===== src/rtl/world_map_arbiter.sv =====
// Shares the world-map read port between the display fetch path (strict priority) and rojobot lookups.
// Display pixels appear RD_LAT+2 cycles after input; display is never stalled, bot waits for idle slots.
module world_map_arbiter #(
  parameter int ADDR_W   = 14,
  parameter int DATA_W   = 2,
  parameter int RD_LAT   = 1,
  parameter int MAX_WAIT = 16
) (
  input  logic              clk,
  input  logic              reset_n,
  input  logic              disp_valid,
  input  logic [ADDR_W-1:0] disp_addr,
  output logic [DATA_W-1:0] disp_pixel_out,
  output logic              disp_video_on_out,
  input  logic              bot_req,
  input  logic [ADDR_W-1:0] bot_addr,
  output logic              bot_ack,
  output logic [DATA_W-1:0] bot_data,
  output logic              bot_starve,
  output logic              mem_en,
  output logic [ADDR_W-1:0] mem_addr,
  input  logic [DATA_W-1:0] mem_rdata
);

  typedef enum logic [1:0] {B_IDLE, B_WAIT, B_RD, B_ACK} bot_state_e;

  localparam int              WC_W     = $clog2(MAX_WAIT + 2);
  localparam logic [WC_W-1:0] WAIT_SAT = WC_W'(MAX_WAIT + 1);
  localparam logic [WC_W-1:0] WAIT_MAX = WC_W'(MAX_WAIT);
  localparam logic [1:0]      RD_LAST  = 2'(RD_LAT);

  bot_state_e        state_q, state_d;
  logic              last_vld_q, last_vld_d;
  logic [ADDR_W-1:0] last_addr_q, last_addr_d;
  logic              mem_en_q, mem_en_d;
  logic [ADDR_W-1:0] mem_addr_q, mem_addr_d;
  logic [1:0]        rd_cnt_q, rd_cnt_d;
  logic [WC_W-1:0]   wait_cnt_q, wait_cnt_d;
  logic              bot_starve_q, bot_starve_d;
  logic              bot_ack_q, bot_ack_d;
  logic [DATA_W-1:0] bot_data_q, bot_data_d;
  logic [RD_LAT:0]   vld_sr_q, vld_sr_d;
  logic [RD_LAT:0]   fresh_sr_q, fresh_sr_d;
  logic [DATA_W-1:0] disp_hold_q, disp_hold_d;
  logic [DATA_W-1:0] pix_q, pix_d;
  logic              von_q, von_d;

  logic disp_need;
  logic bot_grant;

  always_comb begin
    disp_need = disp_valid && (!last_vld_q || (disp_addr != last_addr_q));
    bot_grant = (state_q == B_WAIT) && !disp_need;

    // Repeated pixels of the scaled display reuse the held code and free the port.
    last_vld_d  = last_vld_q;
    last_addr_d = last_addr_q;
    if (disp_need) begin
      last_vld_d  = 1'b1;
      last_addr_d = disp_addr;
    end else if (!disp_valid) begin
      last_vld_d  = 1'b0;
    end

    mem_en_d   = disp_need || bot_grant;
    mem_addr_d = mem_addr_q;
    if (disp_need)      mem_addr_d = disp_addr;
    else if (bot_grant) mem_addr_d = bot_addr;

    state_d    = state_q;
    rd_cnt_d   = rd_cnt_q;
    wait_cnt_d = '0;
    bot_ack_d  = 1'b0;
    bot_data_d = bot_data_q;
    case (state_q)
      B_IDLE: if (bot_req) state_d = B_WAIT;
      B_WAIT: begin
        if (bot_grant) begin
          state_d  = B_RD;
          rd_cnt_d = '0;
        end else begin
          wait_cnt_d = (wait_cnt_q == WAIT_SAT) ? WAIT_SAT : wait_cnt_q + 1'b1;
        end
      end
      B_RD: begin
        if (rd_cnt_q == RD_LAST) begin
          bot_data_d = mem_rdata;
          bot_ack_d  = 1'b1;
          state_d    = B_ACK;
        end else begin
          rd_cnt_d = rd_cnt_q + 2'd1;
        end
      end
      B_ACK:   state_d = B_IDLE;
      default: state_d = B_IDLE;
    endcase
    bot_starve_d = bot_starve_q || (wait_cnt_q > WAIT_MAX);

    // Tags travel alongside the read so the tail stage lines up with mem_rdata.
    vld_sr_d   = {vld_sr_q[RD_LAT-1:0], disp_valid};
    fresh_sr_d = {fresh_sr_q[RD_LAT-1:0], disp_need};

    disp_hold_d = disp_hold_q;
    if (fresh_sr_q[RD_LAT]) disp_hold_d = mem_rdata;

    von_d = vld_sr_q[RD_LAT];
    if (!vld_sr_q[RD_LAT])       pix_d = '0;
    else if (fresh_sr_q[RD_LAT]) pix_d = mem_rdata;
    else                         pix_d = disp_hold_q;
  end

  always_ff @(posedge clk) begin
    if (!reset_n) begin
      state_q      <= B_IDLE;
      last_vld_q   <= 1'b0;
      last_addr_q  <= '0;
      mem_en_q     <= 1'b0;
      mem_addr_q   <= '0;
      rd_cnt_q     <= '0;
      wait_cnt_q   <= '0;
      bot_starve_q <= 1'b0;
      bot_ack_q    <= 1'b0;
      bot_data_q   <= '0;
      vld_sr_q     <= '0;
      fresh_sr_q   <= '0;
      disp_hold_q  <= '0;
      pix_q        <= '0;
      von_q        <= 1'b0;
    end else begin
      state_q      <= state_d;
      last_vld_q   <= last_vld_d;
      last_addr_q  <= last_addr_d;
      mem_en_q     <= mem_en_d;
      mem_addr_q   <= mem_addr_d;
      rd_cnt_q     <= rd_cnt_d;
      wait_cnt_q   <= wait_cnt_d;
      bot_starve_q <= bot_starve_d;
      bot_ack_q    <= bot_ack_d;
      bot_data_q   <= bot_data_d;
      vld_sr_q     <= vld_sr_d;
      fresh_sr_q   <= fresh_sr_d;
      disp_hold_q  <= disp_hold_d;
      pix_q        <= pix_d;
      von_q        <= von_d;
    end
  end

  assign mem_en            = mem_en_q;
  assign mem_addr          = mem_addr_q;
  assign bot_ack           = bot_ack_q;
  assign bot_data          = bot_data_q;
  assign bot_starve        = bot_starve_q;
  assign disp_pixel_out    = pix_q;
  assign disp_video_on_out = von_q;

endmodule


===== config.mk =====
export PLATFORM = sky130hd
export DESIGN_NAME = world_map_arbiter
export DESIGN_NICKNAME = d
export VERILOG_FILES = /design/src/rtl/world_map_arbiter.sv
export SDC_FILE = /design/constraint.sdc
export NUM_CORES = 1
export LEC_CHECK = 0
export BUFFER_PORTS_ARGS = -buffer_cell sky130_fd_sc_hd__clkbuf_2
export CORE_MARGIN = 4
export CORE_UTILIZATION = 45
export DETAILED_ROUTE_END_ITERATION = 16
export PLACE_DENSITY = 0.71
export RECOVER_POWER = 25
export SKIP_CTS_REPAIR_TIMING = 1
export SYNTH_ARGS = -nofsm -noshare
export SYNTH_HDL_FRONTEND = slang
export SYNTH_SLANG_ARGS = --single-unit

===== constraint.sdc =====
create_clock -name clk -period 2.2 [get_ports clk]
set_input_delay 0.44 -clock clk [delete_from_list [all_inputs] [get_ports clk]]
set_output_delay 0.44 -clock clk [all_outputs]
set_load 0.02 [all_outputs]

**Yosys cells after proc, flatten, opt, wreduce, memory -nomap -nowiden**

Index checks and enable logic that the tools add are counted.

- Register bits after elaboration: 52
- Input port bits: 34
- Output and inout port bits: 22
- Logic and storage cells: 63

- Add/subtract/negate cells: 2
- $lt $le $gt $ge: 1
- Equality and inequality tests: 11
- Muxes and demuxes: 14
- Bitwise logic cells: 2
- Reduce and logical (&&, ||, !) cells: 17

Operators with widths:

| kind | number |
|---|---|
| $mux 14 | 2 |
| $ne 14x14->1 | 1 |
| $mux 2 | 6 |
| $ne 2x2->1 const B | 4 |
| $pmux 2 s4 | 1 |
| $reduce_and 2->1 | 3 |
| $reduce_and 3->1 | 2 |
| $add 5x1->5 const B | 1 |
| $eq 5x5->1 const B | 1 |
| $gt 5x5->1 const B | 1 |
| $mux 5 | 1 |
| $eq 2x1->1 const B | 2 |
| $eq 2x2->1 const B | 2 |
| $pmux 2 s2 | 1 |
| $reduce_bool 2->1 | 2 |
| $reduce_or 4->1 | 1 |
| $logic_or 1x1->1 | 3 |
| $mux 1 | 3 |
| $reduce_or 3->1 | 1 |
| $add 2x1->2 const B | 1 |
| $logic_and 1x1->1 | 2 |
| $logic_not 1->1 | 2 |
| $logic_not 2->1 | 1 |
| $ne 2x1->1 const B | 1 |
| $not 1->1 | 2 |

**Longest topological paths before layout**

Gate-level depths: netlist (run 1).

- Word-level depth: 7
- Depth in mapped cells: 7
- Mapped depth without buffers: 6

**Worst setup path before layout (run 1)**

OpenSTA, ideal clock, no wires.

- Path kind: input to register
- From: in disp_addr[2]
- To: reg last_addr_q[0]
- Arrival time: 1638 ps
- Required time: 2068 ps
- Path slack: 430 ps
- Cell stages on the path: 7
- Buffers on the path: 2
- Path through: xnor2_1 > nand4_1 > or4_1 > buf_2 > buf_6 > nand3_2 > a21oi_1

- Word-level cells in the longest chain between the ends: 3

Ends and longest elaborated chain:

| what | RTL line | text |
|---|---|---|
| start: declaration | 12 | `input logic [ADDR_W-1:0] disp_addr,` |
| $ne 14x14->1 | 52 | `disp_need = disp_valid && (!last_vld_q \|\| (disp_addr != last_addr_q));` |
| $logic_or 1x1->1 | 52 |  |
| $logic_and 1x1->1 | 52 |  |
| end signal: assignment | 132 | `last_addr_q <= last_addr_d;` |
| end: declaration | 34 | `logic [ADDR_W-1:0] last_addr_q, last_addr_d;` |

Every way passes these cells.
A chain may end at the register's enable or synchronous reset.

**Worst setup path after layout (run 1)**

- From: reg last_addr_q[2]
- To: reg mem_addr_q[9] (netlist: mem_addr[9])

- Word-level cells in the longest chain between the ends: 6
- Elaborated cells between the ends (all ways): 7
- Classes of those cells: eq/ne: 1; mux: 1; reduce/logical: 5

Ends and longest elaborated chain:

| what | RTL line | text |
|---|---|---|
| $ne 14x14->1 (*) | 52 |  |
| $logic_or 1x1->1 (*) | 52 |  |
| $logic_and 1x1->1 (*) | 52 |  |
| $logic_not 1->1 | 53 | `bot_grant = (state_q == B_WAIT) && !disp_need;` |
| $logic_and 1x1->1 | 53 |  |
| $reduce_bool 2->1 (no source line) | -- |  |
| end signal: assignment | 134 | `mem_addr_q <= mem_addr_d;` |
| end: declaration | 36 | `logic [ADDR_W-1:0] mem_addr_q, mem_addr_d;` |

Mark *: on every way between the ends. The rest lies on a longest branch, timed or not.

==> impl_results.md, run 1 <==
* Status: completed
* Pleak at 1.140 nW
* Row Count at 25
* FF-to-FF setup slack at 0.28 ns
* Internal at 0.001585 W
* Sw frac at 31.88%
* CTS tree: done
* Most frequent cells in the layout: dfxtp_1 (52), clkbuf_2 (52), a21oi_1 (28)
* Routed via count at 1950
* Reg2reg end: mem_addr[9]
* Final HPWL DP at 3681 um
* Placed Area at 2690 um2
* Hold Path Sink: bot_data[1]
* Async S/R FF share, synth at 0%
* Layout cells sized above 1 at 30.59%
* Fin worst setup slack at 0.2777 ns
* Overall routing resource usage at 16.72%
* GPL Wtd Cong at 0.8787
* Starting density of the core at 47.85%
* Total gr overflow at 0
* Worst hold stages at 3
* Crit end category: flop
* Sequential power share at 46.1%
* Clock latency on the worst-skew pair at 0.31 ns
* Crit start category: flop
* Wire length per cell at 13.82 um
* CTS sink count at 52
* Number of DRC markers in iteration 0 at 114
* Number of max-cap violations at 0
* First-pass GRT wire length at 8445 um
* Required time of the critical path at 2.37 ns
* Slowest-stage cell, CP: or4_1
* Clk root buf: clkbuf_8
* Min Tclk post-route at 1.922 ns
* Clock share of power at 25.1%
* Crit path from: last_addr_q[2]
* Routed Antenna Nets at 0
* Filler cells at 447
* Syn Inst Count at 249
* Sw Pwr at 0.0007416 W
* Deepest clock path buffer count at 2
* Post-synthesis sequential area ratio at 44.59%
* Syn nets at 290
* Drt first pass iters at 4
* Crit path buf inv count at 1
* H-tree levels at 2
* Crit-path max FO at 6
* Final Max Slew Viols at 0
* Hold WC Path Type: in -> reg
* Largest net degree at the start of global routing at 33
* Total power at 0.002326 W
* Initial antenna violation count at 0
* Core area at 4880 um2
* Final hold violations at 0
* Num CTS Buffers at 5
* Final worst-path cycle share at 87.38%
* Syn_area_per_cell at 9.376 um2
* PD cells at 835.7 nW/um2
* DRC errors left at 0
* IO Port Bufs at 55
* Die area at 6405 um2
* Seq cells post-synth at 52
* Slew Limit Headroom at 52.11%
* Multi-input gate area at 1196 um2
* Synthesis Warnings at 0
* Crit-path cells: xnor2_1 > nand4_1 > or4_1 > buf_4 > nand3_1 > a21oi_1
* Total Wirelength at 5127 um
* Count of flip-flops with a built-in enable after synthesis at 0
* Vias/cell at 5.256
* Final instance area at 2784 um2
* Clk_skew at 0.005102 ns
* R2R Path Start: last_addr_q[2]
* Inserted Diodes at 0
* Final Net Count at 344
* Worst-Margin Slew at 0.7176 ns
* IO Count at 56
* Die W at 80.03 um
* R2R cell count at 6
* Util after Layout at 57.05%
* Mapped Area at 2335 um2
* Fmax at 520.2 MHz
* Peak VDD IR at 462.6 uV
* Logic pwr share at 28.8%
* Die Y at 80.03 um
* Hold path startpoint: mem_rdata[1]
* Crit Path Category: reg -> reg
* CP max stage delay at 0.70 ns
* Vias in the first global route at 1818
* Seq. cell area at 1041 um2
* Final setup violation count at 0
* RSZ-0062 raised after global routing: false
* Most used DFF post-synth: dfxtp_1
* Critical Path AT at 2.09 ns
* Setup tns final at 0 ns
* Setup slack at placement at 0.07996 ns
* Worst-path clk slew at 0.10 ns
* Worst path top cell family by delay: simple AND/OR/NAND/NOR gates
* Distinct cells, synth at 32
* Area grow syn2layout at 19.24%
-- kinds of logic after synthesis --
family | share of synthesized area, %
multiplexers | 9.646
adder cells (fa/ha/maj) | 3.751
AND/OR/NAND/NOR | 15.86
XOR/XNOR | 6.002
AO/OA/AOI/OAI | 15.60
flip-flops | 44.59
buffers and inverters | 4.556
-- power groups by stage --
| stage | clock, W | sequential, W | combinational (W) |
|---|---|---|---|
| floorplan | 0 | 0.00113 | 0.000447 |
| global route | 0.000632 | 0.00108 | 0.000742 |
| detailed placement | 0 | 0.00109 | 0.000668 |
| global placement | 0 | 0.00109 | 0.000665 |
| CTS | 0.000592 | 0.00107 | 0.000674 |
| finish | 0.000583 | 0.00107 | 0.000671 |
-- registers in the layout, summed over array words and instances (netlist names) --
name and cells:
wait_cnt_q 5, mem_addr 14, vld_sr_q 2, disp_pixel_out 2, disp_hold_q 2, last_addr_q 14
state_q 2, rd_cnt_q 2, bot_ack 1, last_vld_q 1, bot_starve 1, bot_data 2
fresh_sr_q 2, disp_video_on_out 1, mem_en 1
-- worst register-to-register path, delay by kind of cell (launching register included) --
kind | cells | cell delay (ns)
buffers and inverters | 1 | 0.23
XOR/XNOR | 1 | 0.23
AO/OA/AOI/OAI | 1 | 0.08
AND/OR/NAND/NOR | 3 | 0.92
flip-flops | 1 | 0.33
-- cell usage after synthesis, drive strengths merged, types with 3 or more instances --
master  number  share of area (%)
ha           7                3.8
dfxtp       52                 45
nand4        7                1.9
nand2       10                1.6
or4          3               0.96
o311a        3                1.3
inv          9                1.4
nor2        16                2.6
nand3       19                6.2
mux2i        9                3.9
a21oi       29                6.7
xnor2       14                5.3
mux2        12                5.8
o21ai       27                5.8
and2         6                1.6
buf          6                1.5
clkbuf      10                1.6
-- stage by stage --
| step | std cells | hold slack, ns |
|---|---|---|
| 2_1_floorplan | 249 | 0.4119 |
| 3_3_place_gp | 363 | 0.4160 |
| 3_5_place_dp | 363 | 0.4212 |
| 4_1_cts | 371 | 0.3686 |
| 5_1_grt | 371 | 0.3738 |
| 6_report | 371 | 0.3750 |
-- layout make-up --
type	instances	share of cell area, %
clock buffer	6	2.966
clock inverter	2	0.5393
inverter	9	1.213
multi-input combinational	172	42.97
sequential	52	37.39
tap	67	3.011
timing repair buffer	63	11.91
-- metal layers --
| layer | global-route usage (%) | vias up | wire, um | part of all wire, % |
|---|---|---|---|---|
| met1 | 20.95 | 903 | 2358 | 46 |
| met3 | 4.063 | 7 | 338 | 6.6 |
| met4 | 6.081 | 0 | 73 | 1.4 |
| met2 | 27.73 | 56 | 2356 | 46 |
| met5 | 0 | - | 0 | 0 |
| li1 | - | 984 | - | - |
-- worst max path at each step --
stage                endpoint  depth (start not counted)  slack, ns
3_3_place_gp      mem_addr[9]                          7       0.12
3_5_place_dp      mem_addr[9]                          7       0.08
4_1_cts           mem_addr[9]                          6       0.31
2_1_floorplan  last_addr_q[0]                          7       0.43
6_report          mem_addr[9]                          6       0.28
5_1_grt           mem_addr[9]                          6       0.13
(Power assumes the default switching activity.)
==> run 2, diff against run 1 <==
Settings changed: CORE_UTILIZATION 45 to 53, PLACE_DENSITY 0.71 to 0.81.
Clock period 2.2 ns to 2.1 ns, I/O delays scaled along.
==> run 2 against run 1 <==
  * Clock skew up 0.0047 ns
  * Sequential share of layout area up 0.61 points
  * Worst setup slack about the same
==> impl_results.md, run 2 (same netlist as run 1, synthesis figures left out) <==
* CTS tree: done
* Worst-path clk slew at 0.09 ns
* DRC errors left at 0
* Crit start category: flop
* Slew Limit Headroom at 26.98%
* Critical Path AT at 2.06 ns
* Most common cell after layout, fill and taps aside: dfxtp_1
* Total Wirelength at 5077 um
* Vias in the first global route at 1934
* Hold WC Path Type: in -> reg
* Die W at 74.37 um
* Util after Layout at 66.56%
* Min Tclk post-route at 1.822 ns
* Routed via count at 1948
* Crit-path max FO at 9
* Clk_skew at 0.009834 ns
* IO Count at 56
* Die area at 5531 um2
* Required time of the critical path at 2.34 ns
* Layout cells sized above 1 at 28.29%
* H-tree levels at 2
* Deepest clock path buffer count at 2
* Drt first pass iters at 4
* Area grow syn2layout at 17.31%
* First-pass GRT wire length at 8328 um
* Number of max-cap violations at 0
* Crit-path cells: xnor2_1 > nand4_1 > or4_1 > buf_4 > a21oi_4 > mux2i_1
* Placed Area at 2676 um2
* IO Port Bufs at 55
* Final Net Count at 345
* Worst hold margin at 0.3693 ns
* Clk root buf: clkbuf_8
* RSZ-0062 raised after global routing: false
* Final setup violation count at 0
* Setup slack at placement at 0.06768 ns
* Slowest-stage cell, CP: or4_1
* CTS sink count at 52
* Die Y at 74.37 um
* Starting density of the core at 56.73%
* Number of DRC markers in iteration 0 at 137
* Crit end category: flop
* Final Max Slew Viols at 0
* Final hold violations at 0
* CP max stage delay at 0.53 ns
* Wire length per cell at 14.34 um
* Initial antenna violation count at 0
* Worst-Margin Slew at 1.095 ns
* Pleak at 1.126 nW
* Num CTS Buffers at 5
* Peak VDD IR at 592.9 uV
* GPL Wtd Cong at 0.8848
* Final worst-path cycle share at 86.76%
* Status: completed
* Overall routing resource usage at 19.31%
* Row Count at 23
* Inserted Diodes at 0
* Setup tns final at 0 ns
* Largest net degree at the start of global routing at 33
* Crit Path Category: reg -> reg
* Total gr overflow at 0
* Most frequent cells in the layout: dfxtp_1 (52), clkbuf_2 (49), a21oi_1 (28)
* Routed Antenna Nets at 0
* Fin worst setup slack at 0.2780 ns
* Fmax at 548.9 MHz
* Clock latency on the worst-skew pair at 0.30 ns
* Core area at 4115 um2
* R2R cell count at 6
* Final instance area at 2739 um2
* Worst hold stages at 3
* Vias/cell at 5.503
* Final HPWL DP at 3810 um
* PD cells at 859.4 nW/um2
[run 2: routing by layer]
layer	up-vias	part of all wire, %	track usage, %
li1	985	-	-
met1	905	46	25.13
met2	53	47	32.10
met3	5	6.2	3.784
met4	0	1.0	6.522
met5	-	0	0
[run 2: area by class of cell]
class	instances	area, um2
Tap cell	50	62.56
Inverter	9	33.78
Timing Repair Buffer	64	327.8
Clock buffer	6	72.57
Fill cell	357	1376
Sequential cell	52	1041
Clock inverter	1	5.005
Multi-Input combinational cell	172	1196
[run 2: critical path, delay by kind of cell (launching register included)]
kind                   cells  cell delay (ns)
multiplexers               1             0.19
AO/OA/AOI/OAI              1             0.14
buffers and inverters      1             0.20
flip-flops                 1             0.33
AND/OR/NAND/NOR            2             0.65
XOR/XNOR                   1             0.23
[run 2: per-stage QoR]
step / power, W / cells
floorplan: 0.001647 / 249
global placement: 0.001823 / 347
detailed placement: 0.001842 / 347
CTS: 0.002367 / 354
global route: 0.002477 / 354
finish: 0.002354 / 354
[run 2: where the power goes]
group	switching (W)	internal [W]
clock	0.000310	0.000228
sequential	0.0000517	0.00107
combinational	0.000373	0.000321
[run 2: final timing paths]
| check | startpoint | end | slack [ns] |
|---|---|---|---|
| worst max-delay path | last_addr_q[10] | state_q[1] | 0.28 |
| worst min-delay path | mem_rdata[0] | bot_data[0] | 0.37 |
| worst max register to register | last_addr_q[10] | state_q[1] | 0.28 |
| worst min register to register | fresh_sr_q[0] | fresh_sr_q[1] | 0.43 |
==> run 3, diff against run 2 <==
Settings changed: CORE_UTILIZATION 53 to 57, CTS_CLUSTER_SIZE from default to 25, PLACE_DENSITY 0.81 to 0.86, RECOVER_POWER 25 to 100.
Clock period 2.1 ns to 2.3 ns, I/O delays scaled along.
==> run 3 against run 2 <==
  * Cell count fell by 0.28%
  * Worst setup slack improved by 0.050 ns
  * Global-route usage rose by 1.8 points
  * Flip-flop and latch count did not move
  * Critical path type unchanged
  * Sequential share of layout area rose by 0.32 points
==> impl_results.md, run 3 (same netlist as run 1, synthesis figures left out) <==
* Final hold violations at 0
* Status: completed
* Inserted Diodes at 0
* Slew Limit Headroom at 55.32%
* Total gr overflow at 0
* Min Tclk post-route at 1.972 ns
* Final Max Slew Viols at 0
* Worst hold stages at 3
* Number of DRC markers in iteration 0 at 82
* Worst-Margin Slew at 0.6695 ns
* Hold path startpoint: mem_rdata[1]
* Deepest clock path buffer count at 2
* FF-to-FF setup slack at 0.33 ns
* Most frequent cells in the layout: dfxtp_1 (52), clkbuf_2 (35), a21oi_1 (28)
* DRC errors left at 0
* Final Net Count at 343
* Most common cell after layout, fill and taps aside: dfxtp_1
* Crit path buf inv count at 1
* Die W at 72 um
* Clock latency on the worst-skew pair at 0.31 ns
* Crit start category: flop
* Hold WC Path Type: in -> reg
* Crit Path Category: reg -> reg
* IO Port Bufs at 55
* Row Count at 23
* Initial antenna violation count at 0
* R2R cell count at 6
* Reg2reg end: state_q[1]
* Die area at 5184 um2
* Critical Path AT at 2.21 ns
* Seq. cell area at 1041 um2
* Worst path top cell family by delay: simple AND/OR/NAND/NOR gates
* Final HPWL DP at 3778 um
* Final setup violation count at 0
* Required time of the critical path at 2.54 ns
* Hold Path Sink: bot_data[1]
* Routed Antenna Nets at 0
* Layout cells sized above 1 at 22.44%
* Wire length per cell at 14.92 um
* Crit-path cells: xnor2_1 > nand4_1 > or4_1 > clkbuf_2 > a21oi_4 > mux2i_1
* Crit-path max FO at 10
* First-pass GRT wire length at 8611 um
* Fmax at 507.2 MHz
* Worst-path clk slew at 0.09 ns
* Pleak at 1.068 nW
* Slowest-stage cell, CP: or4_1
* Clk_skew at 0.01090 ns
* Vias in the first global route at 1934
* Vias/cell at 5.578
* Crit end category: flop
* Number of max-cap violations at 0
* Starting density of the core at 58.79%
* CTS tree: done
* GPL Wtd Cong at 0.7863
* Final instance area at 2716 um2
* PD cells at 851.4 nW/um2
* RSZ-0062 raised after global routing: false
* Final worst-path cycle share at 85.73%
* Drt first pass iters at 4
* CTS sink count at 52
* IO Count at 56
* Clk root buf: clkbuf_8
* Routed via count at 1969
* Setup tns final at 0 ns
* Overall routing resource usage at 21.07%
* Total Wirelength at 5266 um
* Core area at 3971 um2
* Multi-input gate area at 1166 um2
* Placed Area at 2661 um2
* CP max stage delay at 0.53 ns
* Largest net degree at the start of global routing at 33
* Num CTS Buffers at 5
* Peak VDD IR at 435.8 uV
* Area grow syn2layout at 16.35%
* Filler cells at 345
* R2R Path Start: last_addr_q[10]
* Die Y at 72 um
* H-tree levels at 2
==> run 3: changes by cell type in the layout (fill, tap and decap cells not counted), sizes merged <==
cell    before  now
buf          7    4
bufinv       0    1
clkbuf      63   64
==> run 3: tightest hold or removal path, stage by stage <==
cell,delay (ns)
clkbuf_2,0.09
nand3_1,0.06
a21oi_1,0.05
==> run 3: power breakdown <==
| group | switching [W] | total (W) | internal (W) | leakage [nW] |
|---|---|---|---|---|
| sequential | 0.0000518 | 0.00103 | 0.000977 | 0.427 |
| clock | 0.000307 | 0.000663 | 0.000356 | 0.0614 |
| combinational | 0.000346 | 0.000621 | 0.000276 | 0.579 |
| total | 0.000704 | 0.00231 | 0.00161 | 1.07 |
==> run 3: worst max path at each step <==
stage                    startpoint             end  slack (ns)  cells past startpoint
floorplan              disp_addr[2]  last_addr_q[0]        0.51                      7
global placement       disp_addr[8]     rd_cnt_q[0]        0.30                      7
detailed placement     disp_addr[2]      state_q[1]        0.23                      7
CTS                 last_addr_q[10]      state_q[1]        0.41                      6
global route        last_addr_q[10]      state_q[1]        0.16                      6
finish              last_addr_q[10]      state_q[1]        0.33                      6
==> run 3: metal layers <==
layer / vias to the layer above / global-route usage (%) / routed length [um]
met4: 0 / 8.768 / 107
met1: 922 / 24.76 / 2190
met3: 13 / 4.848 / 281
met5: - / 0 / 0
met2: 57 / 36.84 / 2686
li1: 977 / - / -
==> run 3: per-stage QoR <==
step	setup WS, ns	instances	hold slack [ns]	total power [W]	utilization, %
floorplan	0.5099	249	0.4119	0.001504	-
global placement	0.2995	345	0.4185	0.001651	67.01
detailed placement	0.2295	345	0.4228	0.001680	67.01
CTS	0.4054	353	0.3897	0.002333	70.07
global route	0.1582	353	0.3929	0.002424	68.40
finish	0.3283	353	0.3863	0.002313	68.40
==> run 3: layout make-up <==
type	count	area share, %
Clock inverter	2	1.428
Tap cell	50	2.303
Sequential cell	52	38.32
Inverter	9	1.244
Timing Repair Buffer	62	10.73
Clock buffer	6	3.040
Multi-Input combinational cell	172	42.93
